File: config.mk
export PLATFORM = sky130hd
export DESIGN_NAME = adc_pattern_burst_gen_flat
export DESIGN_NICKNAME = d
export VERILOG_FILES = /design/src/rtl/adc_pattern_burst_gen_if.sv /design/src/rtl/adc_pattern_burst_gen.sv /design/src/flat_wrapper.sv
export SDC_FILE = /design/constraint.sdc
export NUM_CORES = 1
export LEC_CHECK = 0
export BUFFER_PORTS_ARGS = -buffer_cell sky130_fd_sc_hd__buf_2
export CAP_MARGIN = 20
export CORE_MARGIN = 5
export CORE_UTILIZATION = 40
export DETAILED_ROUTE_END_ITERATION = 12
export GPL_TIMING_DRIVEN = 0
export PLACE_DENSITY_LB_ADDON = 0.12
export SLEW_MARGIN = 20
export SYNTH_ARGS = -nofsm -noshare
export SYNTH_HDL_FRONTEND = slang
export SYNTH_SLANG_ARGS = --single-unit
File: constraint.sdc
create_clock -name clk_100 -period 5 [get_ports clk_100]
set_input_delay 1 -clock clk_100 [delete_from_list [all_inputs] [get_ports clk_100]]
set_output_delay 1 -clock clk_100 [all_outputs]
set_load 0.03 [all_outputs]
File: src/rtl/adc_pattern_burst_gen_if.sv
// Stream interface between the synthetic ADC burst source and its consumer.
//   adc_data   : packed lane word, lane k in bits [k*W +: W]
//   data_valid : adc_data carries a word
//   data_ready : consumer takes the word when valid && ready
// master = producer (burst generator), slave = consumer (DMA FIFO side).
interface adc_pattern_burst_gen_if #(
    parameter int C_DATA_WIDTH = 64
);
    logic [C_DATA_WIDTH-1:0] adc_data;
    logic                    data_valid;
    logic                    data_ready;

    modport master (output adc_data, output data_valid, input data_ready);
    modport slave  (input adc_data, input data_valid, output data_ready);
endinterface

File: src/rtl/adc_pattern_burst_gen.sv
// Synthetic ADC burst source. Every PERIOD clocks (while ack_en is high) it
// emits a burst of BURST_LEN words over a valid/ready stream; each word packs
// N_CHAN lanes filled with a selectable test pattern.
// Ports:
//   clk_100     : clock, rising edge
//   rst         : asynchronous active-high reset
//   ack_en      : acquisition enable, low = synchronous clear
//   mode        : pattern select (0 tagged, 1 ramp, 2 constant, 3 toggle)
//   stream      : master side of the adc_data/data_valid/data_ready stream
//   frame_cnt   : completed bursts (wraps)
//   overrun_cnt : burst starts skipped because a burst was still running (saturates)
//   busy        : high while a burst is being sent
module adc_pattern_burst_gen #(
    parameter int C_DATA_WIDTH = 64,
    parameter int N_CHAN       = 2,
    parameter int BURST_LEN    = 16,
    parameter int PERIOD       = 64,
    parameter int CNT_WIDTH    = 23,
    parameter int OVR_WIDTH    = 16
) (
    input  logic                  clk_100,
    input  logic                  rst,
    input  logic                  ack_en,
    input  logic [1:0]            mode,
    adc_pattern_burst_gen_if.master stream,
    output logic [CNT_WIDTH-1:0]  frame_cnt,
    output logic [OVR_WIDTH-1:0]  overrun_cnt,
    output logic                  busy
);
    localparam int W   = C_DATA_WIDTH / N_CHAN;
    localparam int PW  = (PERIOD > 1) ? $clog2(PERIOD) : 1;
    localparam int XW  = (BURST_LEN > 1) ? $clog2(BURST_LEN) : 1;
    // Frame-count field of the tag is at least wide enough to fill the lane.
    localparam int FCW = (CNT_WIDTH > W - 9) ? CNT_WIDTH : W - 9;
    localparam int TW  = FCW + 9;

    typedef enum logic {IDLE, SEND} state_t;

    state_t                  state_q, state_d;
    logic [PW-1:0]           pcnt;
    logic [XW-1:0]           widx;
    logic [1:0]              mode_q;
    logic [W-1:0]            ramp;
    logic [C_DATA_WIDTH-1:0] data_q;
    logic                    valid_q;

    logic                    pcnt_zero, start, accept, last, load;
    logic [XW-1:0]           sel_widx;
    logic [1:0]              sel_mode;
    logic [C_DATA_WIDTH-1:0] next_word;

    assign pcnt_zero = (pcnt == '0);
    assign accept    = valid_q && stream.data_ready;
    assign last      = (widx == XW'(BURST_LEN - 1));

    always_ff @(posedge clk_100 or posedge rst) begin
        if (rst) state_q <= IDLE;
        else     state_q <= state_d;
    end

    always_comb begin
        state_d = state_q;
        start   = 1'b0;
        case (state_q)
            IDLE:    if (pcnt_zero) begin
                         start   = 1'b1;
                         state_d = SEND;
                     end
            SEND:    if (accept && last) state_d = IDLE;
            default: state_d = IDLE;
        endcase
        if (!ack_en) begin
            state_d = IDLE;
            start   = 1'b0;
        end
    end

    // A new word is loaded at burst start or after a non-final acceptance.
    // At start the word is built from the live mode input so word 0 already
    // uses the pattern being latched on that edge.
    assign load     = start || (accept && !last);
    assign sel_widx = start ? '0 : widx + 1'b1;
    assign sel_mode = start ? mode : mode_q;

    for (genvar k = 0; k < N_CHAN; k++) begin : g_lane
        logic [7:0]   s;
        logic [TW-1:0] tag;
        logic [W-1:0] lane;
        always_comb begin
            s   = 8'(int'(sel_widx) * N_CHAN + k);
            tag = {s, FCW'(frame_cnt), 1'(k % 2)};
            case (sel_mode)
                2'd0:    lane = tag[TW-1 -: W];
                2'd1:    lane = ramp + W'(k);
                2'd2:    lane = {(W/16){16'hA55A}};
                default: lane = sel_widx[0] ? {(W/2){2'b10}} : {(W/2){2'b01}};
            endcase
        end
        assign next_word[k*W +: W] = lane;
    end

    always_ff @(posedge clk_100 or posedge rst) begin
        if (rst) begin
            pcnt        <= '0;
            widx        <= '0;
            mode_q      <= '0;
            ramp        <= '0;
            data_q      <= '0;
            valid_q     <= 1'b0;
            frame_cnt   <= '0;
            overrun_cnt <= '0;
            busy        <= 1'b0;
        end else if (!ack_en) begin
            // Clear aborts any burst outright; the handshake hold does not apply.
            pcnt        <= '0;
            widx        <= '0;
            ramp        <= '0;
            data_q      <= '0;
            valid_q     <= 1'b0;
            frame_cnt   <= '0;
            overrun_cnt <= '0;
            busy        <= 1'b0;
        end else begin
            // Free-running: back-pressure never stalls the burst schedule.
            pcnt <= (pcnt == PW'(PERIOD - 1)) ? '0 : pcnt + 1'b1;
            busy <= (state_d == SEND);
            if (state_q == SEND && pcnt_zero && overrun_cnt != '1)
                overrun_cnt <= overrun_cnt + 1'b1;
            if (load) begin
                data_q  <= next_word;
                valid_q <= 1'b1;
                widx    <= sel_widx;
                if (start) mode_q <= mode;
                if (sel_mode == 2'd1) ramp <= ramp + W'(N_CHAN);
            end else if (accept && last) begin
                valid_q   <= 1'b0;
                frame_cnt <= frame_cnt + 1'b1;
            end
        end
    end

    assign stream.adc_data   = data_q;
    assign stream.data_valid = valid_q;
endmodule

File: src/flat_wrapper.sv
// flat-port wrapper written by rule: the top's interface ports become plain ports
module adc_pattern_burst_gen_flat 
#(
    parameter int C_DATA_WIDTH = 64,
    parameter int N_CHAN       = 2,
    parameter int BURST_LEN    = 16,
    parameter int PERIOD       = 64,
    parameter int CNT_WIDTH    = 23,
    parameter int OVR_WIDTH    = 16
)
  (clk_100, rst, ack_en, mode, frame_cnt, overrun_cnt, busy, stream_adc_data, stream_data_valid, stream_data_ready);
  adc_pattern_burst_gen_if #(.C_DATA_WIDTH(C_DATA_WIDTH)) stream_i ();
  input  logic clk_100;
  input  logic rst;
  input  logic ack_en;
  input  logic [1:0] mode;
  output logic [CNT_WIDTH-1:0] frame_cnt;
  output logic [OVR_WIDTH-1:0] overrun_cnt;
  output logic busy;
  output wire logic [$bits(stream_i.adc_data)-1:0] stream_adc_data;
  output wire logic [$bits(stream_i.data_valid)-1:0] stream_data_valid;
  input wire logic [$bits(stream_i.data_ready)-1:0] stream_data_ready;
  assign stream_adc_data = stream_i.adc_data;
  assign stream_data_valid = stream_i.data_valid;
  assign stream_i.data_ready = stream_data_ready;
  adc_pattern_burst_gen #(.C_DATA_WIDTH(C_DATA_WIDTH), .N_CHAN(N_CHAN), .BURST_LEN(BURST_LEN), .PERIOD(PERIOD), .CNT_WIDTH(CNT_WIDTH), .OVR_WIDTH(OVR_WIDTH)) u_core (.clk_100(clk_100), .rst(rst), .ack_en(ack_en), .mode(mode), .stream(stream_i), .frame_cnt(frame_cnt), .overrun_cnt(overrun_cnt), .busy(busy));
endmodule
==> results.yml, run 1 <==
cells_and_area:
  instances_no_fill: 1146
  drive_gt1_frac: 0.183
  layout_common_cells: "dfrtp_1, buf_2, nand2_1"
  n_antenna_cell: 0
  fin_nets: 911
  final_common_cell: "dfrtp_1"
  final_util: 0.483
  area_delta_synth_final_pct: 20.0
outcome:
  status: "complete, no violations"
timing:
  hold_viol: 0
  fin_setup_tns_ns: 0
  tightest_slew_ns: 0.760
  finalCritPeriodShare: 0.631
  rsz0062_at_grt: "false"
  slew_violations: 0
  fin_skew_ns: 0.00918
  holdWs_ns: 0.470
  fin_crit_ns: 3.15
  fmax_mhz: 317
  slew_headroom: 0.492
  setup_viol: 0
placed_design:
  gp_congestion: 0.880
  portBuffers: 109
  hpwlAfterDp_mm: 16.4
  placed_cells: 1114
die:
  die_w_microns: 147
  die_y_microns: 147
  pin_count: 111
  die_area_sq_um: 21500
  core.rowCount: 50
  core_sq_um: 18500
  start_util: 0.403
global_route:
  antenna_found_initial: 0
  grt_overflow: 0
  grt_pass1_vias: 6228
  track_usage: 0.213
  grt_first_pass_wirelength_mm: 36.1
  grt_max_degree: 81
setup_path:
  r2r-start: "u_core.pcnt[0]"
  worstPathArrival_ns: 3.51
  worstPathRequired_ns: 5.35
  crit_fanout: 10
  crit_type: "flip-flop to flip-flop"
  r2r_cells: 9
  rrSetupSlack_ns: 1.85
  crit_path_end: "u_core.stream.adc_data[46]"
  crit_path_start: "u_core.pcnt[0]"
  start_kind: "flip-flop"
  endpoint_kind: "flip-flop"
  timing.rr.end: "u_core.stream.adc_data[46]"
worst_hold_path:
  hold_class: "flip-flop to flip-flop"
route:
  avgRoutedWirePerCell_microns: 19.6
  vias: 6555
  routed_via_density: 5.72
  drc: 0
  routed_wirelength_mm: 22.5
  initialDrtViolationCount: 485
  first_pass_iters: 5
  ant_nets: 0
synthesis:
  ys_types: 60
  syn_inst: 770
  postSynthAreaPerCell_sq_um: 9.69
  netlist.area_leader.share: 0.497
  yosysTopAreaCell: "dfrtp_1"
  synth_edf_count: 0
  synth.area.top_cells: "dfrtp_1, a21oi_1, nand3_1"
  async_flop_share: 1.00
  yosys_warnings: 0
  synth_area_sq_um: 7460
  synth_fp_nets: 782
  synthFlopType: "dfrtp_1"
  ys_ff_latch: 148
  seq_area_frac_synth: 0.497
pwr:
  combinationalPowerShare: 0.229
  seq_power_share: 0.397
  vdd_drop_max_mv: 0.254
  switchingPower_mw: 1.16
  internal-power_mw: 2.28
  clock_power_share: 0.374
  power_density_nw_per_um2: 385
  power_switching_share: 0.337
  p_leak_nw: 4.31
cts:
  cts_root_buf: "clkbuf_16"
  hold_buffers: 0
  post_cts_buffers: 0
  cts_sinks: 148
  h-tree-depth: 4
  cts.repair.resized: 0
  cts_tree: "done"
  cts_buffers: 17
  clk_latency_ns: 0.43
  clk_pin_slew_ns: 0.06
  clock_path_buffers: 2
run:
  cap_viol_max_count: 0
## power groups by stage
stage	sequential, mW	combinational (mW)	clock, mW
3_5_place_dp	1.39	0.791	0
4_1_cts	1.37	0.794	1.31
2_1_floorplan	1.58	0.344	0
5_1_grt	1.38	0.855	1.36
3_3_place_gp	1.39	0.783	0
6_report	1.37	0.788	1.29
## registers in the layout (all words and copies together) (netlist names)
register / flops
u_core.pcnt: 6
u_core.stream.data_valid: 1
u_core.overrun_cnt: 16
u_core.frame_cnt: 23
u_core.stream.adc_data: 64
u_core.widx: 4
u_core.mode_q: 2
u_core.busy: 1
u_core.ramp: 31
## per-layer routing
metal  GRT usage  wire length (microns)  vias to the layer above
met3      0.0410                   1150                       23
met4      0.0644                    394                        0
met1       0.300                  10300                     3276
met5           0                      0                        -
met2       0.336                  10700                      156
li1            -                      -                     3100
## how the worst min path moves through the flow
stage | startpoint | to | slack [ns] | cells past startpoint
floorplan | u_core.pcnt[0] | u_core.pcnt[0] | 0.45 | 1
global placement | u_core.stream.adc_data[13] | u_core.stream.adc_data[13] | 0.46 | 1
detailed placement | u_core.stream.adc_data[54] | u_core.stream.adc_data[54] | 0.46 | 1
CTS | u_core.stream.adc_data[54] | u_core.stream.adc_data[54] | 0.47 | 1
global route | u_core.stream.adc_data[54] | u_core.stream.adc_data[54] | 0.48 | 1
finish | u_core.stream.adc_data[15] | u_core.stream.adc_data[15] | 0.47 | 1
## worst max-delay path: stages (launching register included)
cell,delay (ns)
dfrtp_1,0.41
inv_1,0.08
ha_1,0.15
nor3b_2,0.36
clkbuf_1,0.46
a2bb2oi_1,0.22
clkbuf_1,0.32
nor2_1,0.62
o211ai_1,0.30
nand3_1,0.16
## synthesized netlist by cell type, drive strengths merged, types with 2 or more instances
cell type / n
a211oi: 2
a21boi: 5
a21o: 29
a21oi: 50
a221oi: 6
a22o: 3
a311o: 12
a311oi: 2
a31oi: 6
and2: 4
and3: 28
and4: 7
buf: 14
clkbuf: 34
dfrtp: 148
ha: 6
inv: 18
mux2i: 4
nand2: 64
nand2b: 7
nand3: 48
nand3b: 2
nand4: 23
nor2: 58
nor2b: 2
nor3: 17
nor3b: 2
nor4: 7
nor4b: 2
o2111ai: 6
o211a: 2
o211ai: 11
o21a: 4
o21ai: 30
o31ai: 20
o32ai: 6
or3: 10
or4: 20
xnor2: 23
xor2: 20
## area by class of cell
class / instances / area (sq um)
Buffer: 48 / 211
Clock inverter: 12 / 130
Clock buffer: 20 / 457
Timing Repair Buffer: 110 / 573
Inverter: 18 / 75.1
Fill cell: 1793 / 9570
Sequential cell: 148 / 3700
Tap cell: 234 / 293
Multi-Input combinational cell: 556 / 3510
## stage by stage
step           setup WS [ns]  total power [mW]  instance area [sq um]
3_5_place_dp            1.61              2.18                   8340
6_report                1.85              3.45                   8950
2_1_floorplan         0.0203              1.92                   7460
4_1_cts                 1.87              3.47                   8920
5_1_grt                 1.57              3.60                   8950
3_3_place_gp           -1.91              2.17                   8300
## cell families (layout without fill, tap and decap cells)
family,Yosys count,count (layout),share of synthesized area
xor+xnor,43,43,0.0505
simple gates,304,304,0.217
buf+inv,66,208,0.0374
mux,5,5,0.00688
flops,148,148,0.497
compound gates,198,198,0.182
fa+ha+maj,6,6,0.0101
No activity file was read; power rests on OpenSTA's default activity.
==> inputs of run 2 (changes only) <==
- clock period: 5 -> 2.8 ns (I/O delays scaled with it)
==> run 2 against run 1 <==
  * Critical path type unchanged
  * Sequential power up 78%
  * Power increased by 85%
  * Utilization is 0.94 points higher
  * Combinational power grew 85%
  * Routed wire length up 0.59%
==> results.yml, run 2 (same netlist as run 1, synthesis figures left out) <==
route:
  vias: 6565
  dr_wl_met2_mm: 10.8
  ant_nets: 0
  m1WireLength_mm: 10.3
  routed_wirelength_mm: 22.6
  highest_layer: "met4"
  initialDrtViolationCount: 513
  first_pass_iters: 5
  routed-wl-met3_mm: 1.14
  avgRoutedWirePerCell_microns: 19.7
  drc: 0
  routed_via_density: 5.70
setup_path:
  crit_type: "flip-flop to flip-flop"
  crit_fanout: 10
  worstPathArrival_ns: 3.02
  start_kind: "flip-flop"
  worstPathRequired_ns: 3.09
  endpoint_kind: "flip-flop"
timing:
  fin_crit_ns: 2.72
  fin_setup_tns_ns: 0
  slew_violations: 0
  setup_viol: 0
  slew_headroom: 0.492
  fmax_mhz: 367
  fin_skew_ns: 0.00848
  holdWs_ns: 0.228
  rsz0062_at_grt: "true"
  hold_viol: 0
  finalCritPeriodShare: 0.973
  tightest_slew_ns: 0.759
cts:
  clock_path_buffers: 2
  cts_buffers: 17
  cts_tree: "done"
  clk_pin_slew_ns: 0.06
  h-tree-depth: 4
  clk_latency_ns: 0.43
  cts_root_buf: "clkbuf_16"
  cts_sinks: 148
global_route:
  grt_max_degree: 35
  grt_overflow: 0
  grt_first_pass_wirelength_mm: 36.2
  track_usage: 0.213
  antenna_found_initial: 0
  grt_pass1_vias: 6293
outcome:
  status: "complete, no violations"
cells_and_area:
  final_util: 0.493
  stdcell_area_sq_um: 9120
  layout_common_cells: "dfrtp_1, buf_2, nand2_1"
  fill_cells: 1787
  largest_register_ffs: 64
  area_delta_synth_final_pct: 22.3
  drive_gt1_frac: 0.202
  fin_nets: 916
  final_common_cell: "dfrtp_1"
  instances_no_fill: 1151
  n_antenna_cell: 0
die:
  die_w_microns: 147
  start_util: 0.403
  core.rowCount: 50
  pin_count: 111
  core_sq_um: 18500
  die_y_microns: 147
  die_area_sq_um: 21500
placed_design:
  placed_area_sq_um: 8380
  placed_cells: 1117
  hpwlAfterDp_mm: 16.6
  gp_congestion: 0.874
  portBuffers: 109
pwr:
  p_leak_nw: 4.37
  power_density_nw_per_um2: 699
  vdd_drop_max_mv: 0.480
worst_hold_path:
  hold_class: "primary input to asynchronous set/reset pin"
run:
  cap_viol_max_count: 0
[run 2: timing repair]
action,CTS,global route
pin swaps,0,1
hold buffers,0,0
endpoints found under the setup margin,31,71
resized for setup,6,10
setup buffers,0,2
[run 2: per-layer routing]
| metal | track usage | up-vias |
|---|---|---|
| met5 | 0 | - |
| met4 | 0.0597 | 0 |
| met3 | 0.0416 | 22 |
| met2 | 0.338 | 155 |
| met1 | 0.300 | 3258 |
| li1 | - | 3130 |
[run 2: layout make-up]
type / instances / area (sq um) / share of cell area
inverters: 18 / 71.3 / 0.00782
clock buffers: 17 / 425 / 0.0466
clock inverters: 15 / 203 / 0.0222
repair buffers: 115 / 641 / 0.0702
flip-flops and latches: 148 / 3700 / 0.406
multi-input cells: 556 / 3570 / 0.391
plain buffers: 48 / 215 / 0.0236
well taps: 234 / 293 / 0.0321
[run 2: report_power, final]
part / internal (mW) / leakage (nW) / switching, mW / total [mW]
combinational: 0.418 / 2.05 / 1.04 / 1.46
sequential: 2.33 / 2.03 / 0.117 / 2.44
clock: 1.50 / 0.293 / 0.974 / 2.47
[run 2: worst max-delay path: stages (launching register included)]
cell and delay [ns]:
dfrtp_1 0.40, inv_1 0.07, ha_1 0.15, or3b_1 0.34, buf_2 0.20, nor3_2 0.45, nor2_1 0.19, clkbuf_1 0.27
o21ai_0 0.44, nand2_1 0.09
[run 2: path summary, 6_finish.rpt]
| check | start | end | slack [ns] | depth (start not counted) |
|---|---|---|---|---|
| worst min-delay path | rst | u_core.frame_cnt[7] | 0.23 | 2 |
| max in group asynchronous | rst | u_core.stream.adc_data[38] | 1.74 | 4 |
| worst min register to register | u_core.stream.adc_data[57] | u_core.stream.adc_data[57] | 0.47 | 2 |
| worst max-delay path | u_core.pcnt[0] | u_core.stream.adc_data[31] | 0.08 | 9 |
| worst max register to register | u_core.pcnt[0] | u_core.stream.adc_data[31] | 0.08 | 9 |
| min in group clk_100 | u_core.stream.adc_data[57] | u_core.stream.adc_data[57] | 0.47 | 2 |
[run 2: per-stage QoR]
step                      power, mW  setup WS (ns)
final                          6.37         0.0757
after global routing           6.64         -0.105
after CTS                      6.39         0.0455
after detailed placement       3.90         -0.196
after global placement         3.88         -0.678
after floorplan                3.44          0.373
==> inputs of run 3 (changes only) <==
- clock period: 2.8 -> 2.94 ns (I/O delays scaled with it)
==> run 3 against run 2 <==
  * Cell count shrank 0.17%
  * Utilization down 0.35 points
  * Die area stayed put
  * Clock skew rose by 0.0026 ns
  * Fmax down 0.24%
  * Largest cell class unchanged
  * Largest power group unchanged
  * Highest routed layer unchanged
==> results.yml, run 3 (same netlist as run 1, synthesis figures left out) <==
outcome:
  status: "complete, no violations"
route:
  drc: 0
  initialDrtViolationCount: 442
  avgRoutedWirePerCell_microns: 19.6
  vias: 6545
  routed_via_density: 5.70
  routed_wirelength_mm: 22.5
  first_pass_iters: 5
  ant_nets: 0
cts:
  clk_latency_ns: 0.43
  h-tree-depth: 4
  cts_sinks: 148
  cts_root_buf: "clkbuf_16"
  cts_tree: "done"
  post_cts_buffers: 0
  clk_pin_slew_ns: 0.06
  cts_buffers: 17
  hold_buffers: 0
  clock_path_buffers: 2
setup_path:
  crit_type: "flip-flop to flip-flop"
  timing.rr.end: "u_core.stream.adc_data[4]"
  start_kind: "flip-flop"
  worstPathArrival_ns: 3.09
  rrSetupSlack_ns: 0.21
  crit_fanout: 10
  r2r-start: "u_core.pcnt[0]"
  endpoint_kind: "flip-flop"
  r2r_cells: 9
  crit_path_start: "u_core.pcnt[0]"
  worstPathRequired_ns: 3.30
pwr:
  p_leak_nw: 4.35
  power_mw: 6.04
  vdd_drop_max_mv: 0.458
  power_density_nw_per_um2: 667
cells_and_area:
  area_delta_synth_final_pct: 21.4
  largest_register_ffs: 64
  multiInputGateArea_sq_um: 3520
  final_util: 0.489
  seqCellArea_sq_um: 3700
  final_common_cell: "dfrtp_1"
  n_antenna_cell: 0
  drive_gt1_frac: 0.191
  layout_common_cells: "dfrtp_1, buf_2, nand2_1"
  fill_cells: 1794
  fin_nets: 914
placed_design:
  hpwlAfterDp_mm: 16.6
  dp_slack_ns: -0.0562
  portBuffers: 109
  gp_congestion: 0.874
die:
  core.rowCount: 50
  die_y_microns: 147
  die_w_microns: 147
  pin_count: 111
  start_util: 0.403
  die_area_sq_um: 21500
  core_sq_um: 18500
timing:
  setup_viol: 0
  setup_ws_ns: 0.209
  tightest_slew_ns: 0.765
  hold_viol: 0
  rsz0062_at_grt: "false"
  fin_crit_ns: 2.73
  slew_headroom: 0.488
  fin_setup_tns_ns: 0
  finalCritPeriodShare: 0.929
  slew_violations: 0
  fin_skew_ns: 0.0110
  fmax_mhz: 366
global_route:
  track_usage: 0.213
  grt_pass1_vias: 6260
  grt_first_pass_wirelength_mm: 36.1
  grt_max_degree: 35
  grt_overflow: 0
  antenna_found_initial: 0
run:
  cap_viol_max_count: 0
worst_hold_path:
  hold_class: "primary input to asynchronous set/reset pin"
## run 3: cell type report
type / instances / share of cell area
inverter: 18 / 0.00787
clock inverter: 15 / 0.0224
multi-input combinational: 556 / 0.389
clock buffer: 17 / 0.0470
sequential: 148 / 0.409
buffer: 48 / 0.0236
tap: 234 / 0.0323
timing repair buffer: 113 / 0.0691
## run 3: where the power goes
part           switching [mW]  internal [mW]
combinational           0.969          0.383
clock                   0.937           1.43
sequential              0.111           2.22
## run 3: repair_timing
item,4_1_cts,5_1_grt
resized for setup,2,5
cloned,0,0
setup endpoints to repair,10,65
## run 3: worst max-delay path by stage
stage / endpoint / depth (start not counted)
global placement: u_core.stream.adc_data[6] / 2
global route: u_core.stream.adc_data[22] / 9
floorplan: u_core.stream.adc_data[11] / 7
finish: u_core.stream.adc_data[4] / 9
CTS: u_core.stream.adc_data[15] / 9
detailed placement: u_core.stream.adc_data[54] / 9
## run 3: per-stage QoR
stage | hold WS (ns) | area, sq um | std cells
after global placement | 0.457 | 8300 | 1113
after floorplan | 0.454 | 7460 | 770
final | 0.255 | 9060 | 1149
after CTS | 0.267 | 9020 | 1149
after global routing | 0.310 | 9060 | 1149
after detailed placement | 0.460 | 8380 | 1117
## run 3: metal layers
metal / GRT usage / vias to the layer above / routed length, microns
met5: 0 / - / 0
li1: - / 3122 / -
met3: 0.0413 / 20 / 1200
met2: 0.340 / 162 / 10800
met4: 0.0532 / 0 / 289
met1: 0.300 / 3241 / 10200
## run 3: worst max-delay path, cell delays in order, from the launching register on
cell      delay (ns)
dfrtp_1         0.40
inv_1           0.07
ha_1            0.15
or3b_1          0.34
buf_2           0.19
o22ai_2         0.32
nand2_1         0.15
clkbuf_1        0.28
o32ai_1         0.63
a21o_1          0.14
